<file path="config.mk">
export PLATFORM = sky130hd
export DESIGN_NAME = dmem_arbiter
export DESIGN_NICKNAME = d
export VERILOG_FILES = /design/src/rtl/dmem_arbiter_pkg.sv /design/src/rtl/dmem_resp_router.sv /design/src/rtl/dmem_arbiter.sv
export SDC_FILE = /design/constraint.sdc
export NUM_CORES = 1
export LEC_CHECK = 0
export CAP_MARGIN = 20
export CORE_AREA = 5 5 97 99
export DETAILED_ROUTE_END_ITERATION = 10
export DIE_AREA = 0 0 102 104
export GPL_ROUTABILITY_DRIVEN = 0
export PLACE_DENSITY = 0.75
export SYNTH_ARGS = -nofsm -noshare
export SYNTH_HDL_FRONTEND = slang
export SYNTH_SLANG_ARGS = --single-unit
</file>
<file path="constraint.sdc">
create_clock -name clk -period 2.36 [get_ports clk]
set_clock_uncertainty 0.15 [all_clocks]
set_input_delay 0.472 -clock clk [delete_from_list [all_inputs] [get_ports clk]]
set_output_delay 0.472 -clock clk [all_outputs]
set_load 0.01 [all_outputs]
</file>
<file path="src/rtl/dmem_arbiter_pkg.sv">
`default_nettype none
// ============================================================================
//  Module   : dmem_arbiter_pkg
//  Purpose  : Shared types for the DMEM port arbiter: arbitration states,
//             read-response owner tags and a small access-type helper.
//  Revision : 1.0  initial release
// ============================================================================
package dmem_arbiter_pkg;

   // Arbitration state: CPU normally wins, ext can be forced in or hold a lock
   typedef enum logic [1:0] {
      CPU_PRI   = 2'd0,
      EXT_FORCE = 2'd1,
      EXT_LOCK  = 2'd2
   } arb_state_e;

   // Who receives the read data returned one cycle after a granted read
   typedef enum logic [1:0] {
      OWN_NONE = 2'd0,
      OWN_CPU  = 2'd1,
      OWN_EXT  = 2'd2
   } owner_e;

   // An access with no byte enables set is a read
   function automatic logic is_read(input logic [3:0] we);
      return (we == 4'h0);
   endfunction

endpackage
`default_nettype wire

</file>
<file path="src/rtl/dmem_resp_router.sv">
`default_nettype none
// ============================================================================
//  Module   : dmem_resp_router
//  Purpose  : Remembers which requester issued the read granted last cycle
//             and steers the DMEM read data to that requester only.
//  Revision : 1.0  initial release
// ============================================================================
module dmem_resp_router
   import dmem_arbiter_pkg::*;
(
   input  logic        clk,
   input  logic        rst,          // synchronous, active-low
   input  logic        cpu_rd_i,     // CPU read granted this cycle
   input  logic        ext_rd_i,     // ext read granted this cycle
   input  logic [31:0] dmem_dout_i,
   output logic [31:0] cpu_rdata_o,
   output logic        cpu_rvalid_o,
   output logic [31:0] ext_rdata_o,
   output logic        ext_rvalid_o
);

   owner_e owner_q;

   // Owner tag is rewritten every cycle so back-to-back reads alternate freely
   always_ff @(posedge clk) begin
      if (!rst) begin
         owner_q <= OWN_NONE;
      end else if (cpu_rd_i) begin
         owner_q <= OWN_CPU;
      end else if (ext_rd_i) begin
         owner_q <= OWN_EXT;
      end else begin
         owner_q <= OWN_NONE;
      end
   end

   // Demux read data; everything is suppressed while reset is held so a read
   // granted just before reset never reports a response
   always_comb begin
      cpu_rdata_o  = 32'h0;
      cpu_rvalid_o = 1'b0;
      ext_rdata_o  = 32'h0;
      ext_rvalid_o = 1'b0;
      if (rst) begin
         if (owner_q == OWN_CPU) begin
            cpu_rdata_o  = dmem_dout_i;
            cpu_rvalid_o = 1'b1;
         end else if (owner_q == OWN_EXT) begin
            ext_rdata_o  = dmem_dout_i;
            ext_rvalid_o = 1'b1;
         end
      end
   end

endmodule
`default_nettype wire

</file>
<file path="src/rtl/dmem_arbiter.sv">
`default_nettype none
// ============================================================================
//  Module   : dmem_arbiter
//  Purpose  : Shares one synchronous DMEM port between the CPU M stage and an
//             external requester. CPU has priority; a starvation counter
//             forces an ext grant, and ext may lock the port for bursts.
//  Revision : 1.0  initial release
// ============================================================================
module dmem_arbiter
   import dmem_arbiter_pkg::*;
#(
   parameter int ADDR_WIDTH = 14,
   parameter int MAX_WAIT   = 8,
   parameter int LOCK_MAX   = 16
)(
   input  logic                  clk,
   input  logic                  rst,        // synchronous, active-low
   input  logic                  cpu_req,
   input  logic [3:0]            cpu_we,
   input  logic [ADDR_WIDTH-1:0] cpu_addr,
   input  logic [31:0]           cpu_wdata,
   output logic                  cpu_stall,
   output logic [31:0]           cpu_rdata,
   output logic                  cpu_rvalid,
   input  logic                  ext_req,
   input  logic [3:0]            ext_we,
   input  logic [ADDR_WIDTH-1:0] ext_addr,
   input  logic [31:0]           ext_wdata,
   input  logic                  ext_lock,
   output logic                  ext_gnt,
   output logic [31:0]           ext_rdata,
   output logic                  ext_rvalid,
   output logic                  dmem_en,
   output logic [3:0]            dmem_we,
   output logic [ADDR_WIDTH-1:0] dmem_addr,
   output logic [31:0]           dmem_din,
   input  logic [31:0]           dmem_dout
);

   localparam int WAIT_W = (MAX_WAIT > 1) ? $clog2(MAX_WAIT) : 1;
   localparam int LOCK_W = $clog2(LOCK_MAX + 1);
   localparam logic [WAIT_W-1:0] WAIT_LAST = WAIT_W'(MAX_WAIT - 1);
   localparam logic [LOCK_W-1:0] LOCK_LAST = LOCK_W'(LOCK_MAX);
   // A cap of one grant means the entry grant already exhausts the lock
   localparam logic LOCK_ALLOWED = (LOCK_MAX > 1);

   arb_state_e        state_q;
   arb_state_e        w_state;
   logic [WAIT_W-1:0] wait_cnt_q;
   logic [LOCK_W-1:0] lock_cnt_q;
   logic [LOCK_W-1:0] w_lock_inc;
   logic              w_cpu_gnt;
   logic              w_ext_gnt;
   logic              w_enter_lock;

   // While reset is held the grant logic behaves as in the reset state
   assign w_state      = rst ? state_q : CPU_PRI;
   assign w_lock_inc   = lock_cnt_q + LOCK_W'(1);
   assign w_enter_lock = w_ext_gnt & ext_lock & LOCK_ALLOWED;

   // Grant decision: CPU first in CPU_PRI, ext first in the forced/locked states
   always_comb begin
      w_cpu_gnt = 1'b0;
      w_ext_gnt = 1'b0;
      case (w_state)
         EXT_FORCE, EXT_LOCK: begin
            w_ext_gnt = ext_req;
            w_cpu_gnt = cpu_req & ~ext_req;
         end
         default: begin
            w_cpu_gnt = cpu_req;
            w_ext_gnt = ~cpu_req & ext_req;
         end
      endcase
   end

   // Arbitration FSM with starvation and lock-length counters
   always_ff @(posedge clk) begin
      if (!rst) begin
         state_q    <= CPU_PRI;
         wait_cnt_q <= '0;
         lock_cnt_q <= '0;
      end else begin
         if (w_ext_gnt || !ext_req) begin
            wait_cnt_q <= '0;
         end else if (wait_cnt_q != WAIT_LAST) begin
            wait_cnt_q <= wait_cnt_q + WAIT_W'(1);
         end

         case (state_q)
            CPU_PRI: begin
               if (w_enter_lock) begin
                  state_q    <= EXT_LOCK;
                  lock_cnt_q <= LOCK_W'(1);
               end else if (ext_req && !w_ext_gnt && (wait_cnt_q == WAIT_LAST)) begin
                  state_q <= EXT_FORCE;
               end
            end
            EXT_FORCE: begin
               if (w_enter_lock) begin
                  state_q    <= EXT_LOCK;
                  lock_cnt_q <= LOCK_W'(1);
               end else begin
                  state_q    <= CPU_PRI;
                  lock_cnt_q <= '0;
               end
            end
            EXT_LOCK: begin
               if (!w_ext_gnt || !ext_lock || (w_lock_inc == LOCK_LAST)) begin
                  state_q    <= CPU_PRI;
                  lock_cnt_q <= '0;
               end else begin
                  lock_cnt_q <= w_lock_inc;
               end
            end
            default: begin
               state_q    <= CPU_PRI;
               lock_cnt_q <= '0;
            end
         endcase
      end
   end

   // DMEM port mux from the granted requester; quiet when nobody is granted
   always_comb begin
      dmem_en   = 1'b0;
      dmem_we   = 4'h0;
      dmem_addr = '0;
      dmem_din  = 32'h0;
      if (w_cpu_gnt) begin
         dmem_en   = 1'b1;
         dmem_we   = cpu_we;
         dmem_addr = cpu_addr;
         dmem_din  = cpu_wdata;
      end else if (w_ext_gnt) begin
         dmem_en   = 1'b1;
         dmem_we   = ext_we;
         dmem_addr = ext_addr;
         dmem_din  = ext_wdata;
      end
   end

   assign cpu_stall = cpu_req & ~w_cpu_gnt;
   assign ext_gnt   = w_ext_gnt;

   dmem_resp_router u_resp_router (
      .clk          (clk),
      .rst          (rst),
      .cpu_rd_i     (w_cpu_gnt & is_read(cpu_we)),
      .ext_rd_i     (w_ext_gnt & is_read(ext_we)),
      .dmem_dout_i  (dmem_dout),
      .cpu_rdata_o  (cpu_rdata),
      .cpu_rvalid_o (cpu_rvalid),
      .ext_rdata_o  (ext_rdata),
      .ext_rvalid_o (ext_rvalid)
   );

endmodule
`default_nettype wire

</file>
==> out/results.md <==
| Result | Reported |
|---|---|
| Cell-by-cell trace of the critical path | xor2_4 > buf_4 > a31oi_4 > buf_12 > clkbuf_16 > a22o_1 > clkdlybuf4s15_2 |
| Die boundary height | 104 µm |
| Failing checks | setup timing |
| Drt total wl | 10,300 µm |
| Final instance area | 4480 µm² |
| Synth Flop Type | sky130_fd_sc_hd__dfxtp_1 |
| Total gr overflow | 0 |
| Filler cell count | 802 |
| Area used by multi-input combinational logic | 1290 µm² |
| Clk_lat worst skew | 0.24 ns |
| Die footprint | 10,600 µm² |
| Via-per-instance ratio | 4.63 |
| Distinct cell type count of the synthesized netlist | 34 |
| Delay-heaviest family, CP | buffers and inverters |
| Run status | finished, violations left |
| Antenna Diode Count | 0 |
| Period minus WS final | 2.37 ns |
| Post-synthesis simple-gate area fraction | 0.366 |
| Total via count in the routed design | 2,715 |
| Sinks on Clock Net | 12 |
| Fin util | 0.529 |
| Avg Synthesized Cell Area | 7.66 µm² |
| Crit-path max FO | 10 |
| Global-route total usage across every layer | 0.173 |
| Slew at the pin closest to its max-slew limit | 0.343 ns |
| Setup slack of the worst register-to-register path | 0.65 ns |
| Syn Nets | 347 |
| Cell row count | 34 |
| Vias in the first global route | 2,699 |
| EDFF count, synth | 0 |
| Post-route fraction of the period consumed by the critical path | 1.00 |
| Headroom to the max-slew limit | 0.769 |
| First-pass GRT wire length | 14,600 µm |
| Final count of negative-setup-slack endpoints | 6 |
| Portion of netlist area occupied by mux cells | 0.0126 |
| Adder and majority gate portion of the synthesized area | 0.0237 |
| Final Net Count | 620 |
| I/O Buffers | 255 |
| Flops & latches, synth | 12 |
| Min-delay worst type | reg -> reg |
| Sequential standard cell area | 248 µm² |
| Power density over the cells | 218 nW/µm² |
| Endpoint class of the critical path | output pin |
| Worst EP required | 1.74 ns |
| Maximum number of pins on one net before global-route repair | 34 |
| Cell with the biggest individual delay on the critical path | sky130_fd_sc_hd__dfxtp_4 |
| Yosys warning count | 0 |
| Half-perimeter wire length of the detailed placement result | 8540 µm |
| Synth Instances | 207 |
| Cell Area, Placed | 4420 µm² |
| Root buffer cell | sky130_fd_sc_hd__clkbuf_8 |
| Crit path arrival time | 1.75 ns |
| Maximum clock path buffer count | 2 |
| Share of layout cells above drive strength 1 | 0.211 |
| I/O pin total | 256 |
| Critical Path Start Type | flop |
| X dimension of the die | 102 µm |
| Count of TritonRoute iterations in the first routing pass | 4 |
| Buf+Inv Stages, Crit Path | 4 |
| Critical path type | reg -> out |
| Combinational family with the most area after synthesis | compound AO/OA/AOI/OAI gates |
| Static Leak | 2.21 nW |
| # DRC | 0 |
| Clock tree from TritonCTS | done |
| Max H-tree Level | 1 |
| Maximum ir drop on the vdd rail | 0.000145 V |
| Upper clock frequency limit | 422 MHz |
| Total count of max-transition violations in the final report | 0 |
| Xor-xnor portion of the synthesized cell area | 0.0158 |
| Portion of the post-synthesis area used by sequential elements | 0.152 |
| Num CTS Buffers | 3 |
| Effective utilization at floorplan | 0.187 |
| Critical Path Max Stage Delay | 0.36 ns |
| Number of buffers added to fix hold violations after cts | 0 |
| Number of hold-slack violations in the final timing report | 0 |
| Clk slew on worst S/H paths | 0.05 ns |
| Violation count after the first detailed-routing iteration | 46 |
| Synthesized cell area | 1590 µm² |
| Reported max-cap violation count | 0 |
| Remaining antenna violation count | 0 |
| RSZ-0062 raised after global routing | true |
| Fraction of the mapped netlist area in compound gates | 0.366 |
| Asr flop ratio synth | 0 |
| Number of antenna violations at the first check in global routing | 1 |
| Signed area change from the synthesized netlist to the final layout | 183% |
| Std-Cell Core Area | 8470 µm² |
| Worst Slack Setup Final | -0.0115 ns |
| Average wire per cell in the routed design | 17.6 µm |
## stage by stage
step                      instances  setup slack [ns]  power [mW]  setup TNS [ns]  hold slack, ns
after floorplan                 207             0.262       0.362               0           0.314
after global placement          572            -0.570       0.774          -60.00           0.332
after detailed placement        572            -0.591       0.779          -62.52           0.340
after CTS                       582           -0.0375       0.979         -0.0710           0.356
after global routing            587           -0.0578        1.03          -0.568           0.382
final                           587           -0.0115       0.977         -0.0402           0.353
## layout make-up
class	count	area share
flip-flops and latches	12	0.0553
clock buffers	4	0.0123
well taps	108	0.0302
multi-input cells	175	0.287
inverters	2	0.00168
repair buffers	286	0.613
## tightest hold or removal path, cell delays in order, from the launching register on
cell and delay, ns:
sky130_fd_sc_hd__dfxtp_1 0.33, sky130_fd_sc_hd__mux2i_1 0.07, sky130_fd_sc_hd__nor2_1 0.07
## synth_stat cells (2+ instances only)
cell	instances	area, µm²
sky130_fd_sc_hd__and2_1	64	400
sky130_fd_sc_hd__a22o_1	50	438
sky130_fd_sc_hd__dfxtp_1	12	240
sky130_fd_sc_hd__clkbuf_1	10	37.5
sky130_fd_sc_hd__nor2_1	9	33.8
sky130_fd_sc_hd__nand2_1	8	30.0
sky130_fd_sc_hd__a31oi_1	4	25.0
sky130_fd_sc_hd__and3_1	4	25.0
sky130_fd_sc_hd__buf_4	4	30.0
sky130_fd_sc_hd__nand3_1	4	20.0
sky130_fd_sc_hd__a21oi_1	3	15.0
sky130_fd_sc_hd__buf_2	3	15.0
sky130_fd_sc_hd__ha_1	3	37.5
sky130_fd_sc_hd__o21ai_0	3	15.0
sky130_fd_sc_hd__inv_1	2	7.51
sky130_fd_sc_hd__mux2i_1	2	20.0
sky130_fd_sc_hd__nor2b_1	2	12.5
sky130_fd_sc_hd__nor4_1	2	12.5
sky130_fd_sc_hd__o21a_1	2	15.0
sky130_fd_sc_hd__or2_2	2	12.5
## sequential cells by signal (all words and copies together) (netlist names)
register and flops:
lock_cnt_q 5, state_q 2, u_resp_router.owner_q 2, wait_cnt_q 3
## metal layers
layer  vias up  part of all wire  track usage
met3        24              0.14       0.0765
li1       1311                 -            -
met1      1197              0.32        0.171
met2       181              0.51        0.319
met4         2             0.028       0.0534
met5         -            0.0013            0
## report_power, final
part / total [mW] / leakage (nW) / switching [mW] / internal (mW)
logic: 0.548 / 2.08 / 0.186 / 0.362
registers: 0.206 / 0.0986 / 0.00264 / 0.203
clock network: 0.223 / 0.0288 / 0.0759 / 0.147
total: 0.977 / 2.21 / 0.264 / 0.713
## kinds of logic after synthesis
family,after synthesis
buffers and inverters,20
muxes,2
xor gates and xnor gates,2
AOI/OAI and AO/OA,69
adders and majority gates,3
DFF,12
and+or+nand+nor,99
## layout by cell type, fill, tap and decap left out, types with 2 or more instances in the layout
master,netlist,routed
sky130_fd_sc_hd__or2_2,2,2
sky130_fd_sc_hd__nor4_1,2,2
sky130_fd_sc_hd__buf_12,0,8
sky130_fd_sc_hd__clkdlybuf4s15_1,0,16
sky130_fd_sc_hd__clkbuf_2,0,11
sky130_fd_sc_hd__clkdlybuf4s50_1,0,133
sky130_fd_sc_hd__clkdlybuf4s15_2,0,11
sky130_fd_sc_hd__dlygate4sd2_1,0,53
sky130_fd_sc_hd__nor2_1,9,8
sky130_fd_sc_hd__inv_1,2,2
sky130_fd_sc_hd__a22o_1,50,50
sky130_fd_sc_hd__clkbuf_8,0,4
sky130_fd_sc_hd__and2_1,64,64
sky130_fd_sc_hd__o21a_1,2,2
sky130_fd_sc_hd__buf_2,3,31
sky130_fd_sc_hd__clkbuf_16,0,4
sky130_fd_sc_hd__o21ai_0,3,3
sky130_fd_sc_hd__buf_4,4,14
sky130_fd_sc_hd__nand3_1,4,4
sky130_fd_sc_hd__buf_16,0,2
sky130_fd_sc_hd__dfxtp_1,12,10
sky130_fd_sc_hd__ha_1,3,3
sky130_fd_sc_hd__and3_1,4,4
sky130_fd_sc_hd__nor2b_1,2,2
sky130_fd_sc_hd__buf_6,1,2
sky130_fd_sc_hd__a31oi_1,4,3
sky130_fd_sc_hd__mux2i_1,2,2
sky130_fd_sc_hd__dfxtp_4,0,2
sky130_fd_sc_hd__nand2_1,8,7
sky130_fd_sc_hd__a21oi_1,3,3
## path summary, 6_finish.rpt
path,start,to,depth (start not counted)
setup reg to reg,state_q[0],lock_cnt_q[4],5
hold / removal,wait_cnt_q[2],wait_cnt_q[2],2
hold reg to reg,wait_cnt_q[2],wait_cnt_q[2],2
setup / recovery,state_q[1],dmem_addr[5],7
## timing repair
item,CTS,global route
gates resized for setup,239,53
setup endpoints to repair,119,49
gates cloned,2,4
endpoints found under the hold margin,0,0
pin swaps,6,1
setup buffers,5,1
Note: power is estimated with default switching activity, not from simulation.
==> variant 1 (same settings) <==
The 3 values of `owner_e` get a one-hot encoding in 3 bits.
--- a/src/rtl/dmem_arbiter_pkg.sv
+++ b/src/rtl/dmem_arbiter_pkg.sv
@@ -15,10 +15,10 @@
    } arb_state_e;
 
    // Who receives the read data returned one cycle after a granted read
-   typedef enum logic [1:0] {
-      OWN_NONE = 2'd0,
-      OWN_CPU  = 2'd1,
-      OWN_EXT  = 2'd2
+   typedef enum logic [2:0] {
+      OWN_NONE = 3'b001,
+      OWN_CPU  = 3'b010,
+      OWN_EXT  = 3'b100
    } owner_e;
 
    // An access with no byte enables set is a read
Function: no difference found for any inputs over 10 cycles, from zero or initial values and one cycle with rst low; not proved beyond that.
==> variant 1 against the unedited design <==
  * Hold slack improved by 0.018 ns
  * Synthesized area is 4.3% higher
  * Largest power group unchanged
  * Wire length is 14% higher
  * Highest routed layer is now met4
  * Critical path type unchanged
  * Power is 1.3% higher
  * Design area increased by 1.2%
  * Worst setup slack gained 0.025 ns
  * Sequential cell count is 1 higher
==> variant 1: results (changes against the unedited design) <==
[layout]
largestRegisters = lock_cnt_q x5, u_resp_router.owner_q x3, wait_cnt_q x3
final_layout_size_suffix_gt1_frac = 0.256  ; +0.0452
fin_nets = 633  ; +2.1%
fillers = 789  ; -1.6%

[placed_design]
placed_area_um2 = 4390  ; -0.71%
dp_hpwl_um = 8820  ; +3.3%
numPortBuffers = 255  ; unchanged
dp_cells = 569  ; -0.52%

[clocking]
cts_made_buffers = 3  ; unchanged
clock_latency_ns = 0.24  ; about the same
ctsRootBufferMaster = clkbuf_8
clk_path_buf_depth = 2  ; unchanged
hold_buffers = 0  ; unchanged
clk_pin_slew_ns = 0.06

[global_route]
grt_max_degree = 27  ; -21%
grt_pass1_vias = 2950  ; +9.3%
grt_pass1_wl_um = 16800  ; +15%
grtUsageTotal = 0.203  ; +0.0295
antenna_found_initial = 2  ; +1

[yosys]
synth_adder_area_share = 0.0227  ; -0.000968
synth-compound-area-share = 0.337  ; -0.0294
syn_nets = 352  ; +1.4%
ys_seq_area_frac = 0.157  ; +0.00592
synth_commonest_cells = 64 x and2_1, 50 x a22o_1, 13 x dfxtp_1
synth_async_sr_flop_share = 0  ; unchanged
ys_types = 35  ; +2.9%
synth.area.top_cells = a22o_1 26%, and2_1 24%, dfxtp_1 16%
yosys-mux-area-fraction = 0.0182  ; +0.00554
avgSynthCellArea_um2 = 7.80  ; +1.8%
synth_xor_area_frac = 0.0106  ; -0.00519

[route]
detail_route.wl_per_cell_um = 19.5  ; +11%
drt-pass1-iter-count = 4  ; unchanged
wirelength_um = 11700  ; +14%
avgViaCountPerCell = 4.64  ; +0.35%
drtIter0Drc = 47  ; +2.2%

[worst_setup_path]
critPathMaxFanout = 6  ; -4
arrival_ns = 1.72  ; -0.03 ns

[status]
status = finished clean

[power]
leakage_nw = 2.15  ; -2.5%
irDropWorstVdd_mv = 0.132  ; -8.9%
power_switching_w = 0.000287  ; +8.6%

[hold_path]
hold_depth = 2  ; unchanged

[sta]
slew_headroom = 0.727  ; -0.0420

[variant 1: cell count changes after synthesis, moves of 2 or more]
cell     delta
a31oi_1     -2
and3_1      -2
inv_1       -2
nand2_1     +2
nand4_1     +2
nor4b_4     +2
[variant 1: timing repair]
action / in CTS / in global routing
gates resized for setup: 346 / 40
setup buffers: 16 / 3
cloned: 8 / 2
endpoints found under the setup margin: 119 / 95
pin swaps: 15 / 24
endpoints found under the hold margin: 0 / 0
[variant 1: path summary, 6_finish.rpt]
check	startpoint	to	slack [ns]
min reg2reg	lock_cnt_q[1]	lock_cnt_q[1]	0.37
max reg2reg	state_q[0]	u_resp_router.owner_q[0]	0.74
max	state_q[0]	dmem_din[19]	0.01
min	lock_cnt_q[1]	lock_cnt_q[1]	0.37
[variant 1: cell type report]
class,count,share of cell area
flip-flops and latches,13,0.0591
inverters,1,0.00138
diodes,2,0.00110
multi-input cells,179,0.290
repair buffers,295,0.608
clock buffers,4,0.00993
well taps,108,0.0298
[variant 1: cells by family after synthesis]
kind of cell | count (synthesis)
muxes | 3
adders and majority gates | 3
AOI/OAI and AO/OA | 67
xor gates and xnor gates | 2
and+or+nand+nor | 104
buffers and inverters | 20
DFF | 13
[variant 1: metrics by stage]
step            util  setup slack (ns)
2_1_floorplan      -             0.236
3_3_place_gp   0.519            -0.672
3_5_place_dp   0.519            -0.697
4_1_cts        0.526           -0.0723
5_1_grt        0.536           -0.0568
6_report       0.536            0.0132
[variant 1: metal layers]
metal,vias up,track usage,wire (um)
li1,1344,-,-
met1,1273,0.218,4280
met2,161,0.381,5960
met3,16,0.0550,1210
met4,0,0.0525,294
met5,-,0,0
[variant 1: worst max-delay path: stages, from the launching register on]
cell and delay [ns]:
dfxtp_4 0.36, xnor2_4 0.15, nand2b_4 0.16, a21boi_4 0.21, buf_6 0.18, clkbuf_16 0.16, a22o_1 0.13, buf_2 0.12
[variant 1: power by group through the flow]
stage	Combinational, W	Sequential (W)	Clock, W
2_1_floorplan	0.000157	0.000230	0
3_3_place_gp	0.000565	0.000230	0
3_5_place_dp	0.000567	0.000230	0
4_1_cts	0.000551	0.000225	0.000206
5_1_grt	0.000599	0.000225	0.000213
6_report	0.000566	0.000224	0.000200
==> variant 2 (same flow settings) <==
Made on the original files. Change the parameter `LOCK_MAX` from 16 to 32.
--- a/src/rtl/dmem_arbiter.sv
+++ b/src/rtl/dmem_arbiter.sv
@@ -11,7 +11,7 @@
 #(
    parameter int ADDR_WIDTH = 14,
    parameter int MAX_WAIT   = 8,
-   parameter int LOCK_MAX   = 16
+   parameter int LOCK_MAX   = 32
 )(
    input  logic                  clk,
    input  logic                  rst,        // synchronous, active-low
Check against the original RTL: same outputs for any inputs over 10 cycles, from zero or initial values and one cycle with rst low; that may be too few to reach the edited logic, so the function may still have changed.
==> variant 2 against the unedited design <==
  * The flow still finishes with violations (setup timing)
  * Sequential cell count increased by 1
  * Synthesized area increased by 40%
  * Clock power decreased by 9.9%
  * Cell count increased by 21%
  * Synthesized cell count increased by 56%
  * Design area increased by 15%
  * Non-clock buffer count increased by 13
  * Wire length increased by 9.1%
  * Worst setup slack got worse by 0.067 ns
  * Die area unchanged
  * Utilization increased by 7.8 points
  * Hold slack got worse by 0.0097 ns
  * Power increased by 10%
  * Largest power group unchanged
  * Highest routed layer is now met4
==> variant 2: results (changes against the unedited design) <==
[clocking]
cts_setup_buffers = 10  ; +5
post_cts_resized = 242  ; +1.3%

[sta]
setup_viol = 10  ; +4
tns_ns = -0.287  ; -0.247 ns
slew_headroom = 0.748  ; -0.0214
timing.final.ws_setup_ns = -0.0784  ; -0.0669 ns

[layout]
postLayoutCellArea_um2 = 5140  ; +15%
fillers = 809  ; +0.87%
final_layout_size_suffix_gt1_frac = 0.292  ; +0.0808

[yosys]
avgSynthCellArea_um2 = 6.89  ; -10%
ys_types = 43  ; +26%
synth-compound-area-share = 0.0490  ; -0.317
synth.area.top_cells = nand3_2 21%, and2_1 19%, nand2_1 18%
synth_adder_area_share = 0.0169  ; -0.00677
synth_commonest_cells = 109 x nand2_1, 67 x and2_1, 47 x nand3_2
yosys-mux-area-fraction = 0.00902  ; -0.00361

[power]
powerComb_w = 0.000651  ; +19%
total_power_w = 0.00108  ; +10%
irDropWorstVdd_mv = 0.265  ; +83%
leakage_nw = 2.79  ; +27%
power_switching_w = 0.000345  ; +31%

[route]
avgViaCountPerCell = 4.55  ; -1.5%
via_count = 3224  ; +19%

[global_route]
grt_pass1_wl_um = 16500  ; +13%
grt_pass1_vias = 3105  ; +15%
grt_max_degree = 52  ; +53%
grtUsageTotal = 0.191  ; +0.0175

[worst_setup_path]
reg2reg_depth = 6  ; +1
rr_startpoint = lock_cnt_q[0]
timing.rr.end = lock_cnt_q[5]
endpoint = dmem_addr[6]
arrival_ns = 1.82  ; +0.07 ns

[placed_design]
dp_hpwl_um = 9080  ; +6.3%
dp_cells = 688  ; +20%
placed_area_um2 = 5000  ; +13%

[status]
status = finished, violations left
violations = setup timing

[hold_path]
hold_end = lock_cnt_q[1]
hp-start = lock_cnt_q[1]

[variant 2: cell count changes after synthesis, sizes merged, moves of 3 or more]
cell / before / now
a21oi: 3 / 6
a22o: 50 / 0
a31oi: 4 / 1
and2: 64 / 67
and3: 4 / 1
buf: 8 / 19
clkbuf: 10 / 6
nand2: 8 / 110
nand2b: 0 / 3
nand3: 4 / 53
nor2: 9 / 6
nor3: 0 / 6
[variant 2: per-layer routing]
metal / GRT usage / wire length [um] / vias to the layer above
met1: 0.220 / 4150 / 1486
li1: - / - / 1602
met2: 0.360 / 6120 / 120
met3: 0.0228 / 789 / 16
met4: 0.0515 / 229 / 0
met5: 0 / 0 / -
[variant 2: final cells by class]
type | count | area share
sequential | 13 | 0.0516
clock buffer | 4 | 0.00876
multi-input combinational | 282 | 0.351
timing repair buffer | 299 | 0.561
inverter | 2 | 0.00146
tap | 108 | 0.0263
[variant 2: worst min-delay path, cell delays in order (launching register included)]
cell	delay (ns)
dfxtp_1	0.33
nand2_1	0.07
a21oi_1	0.05
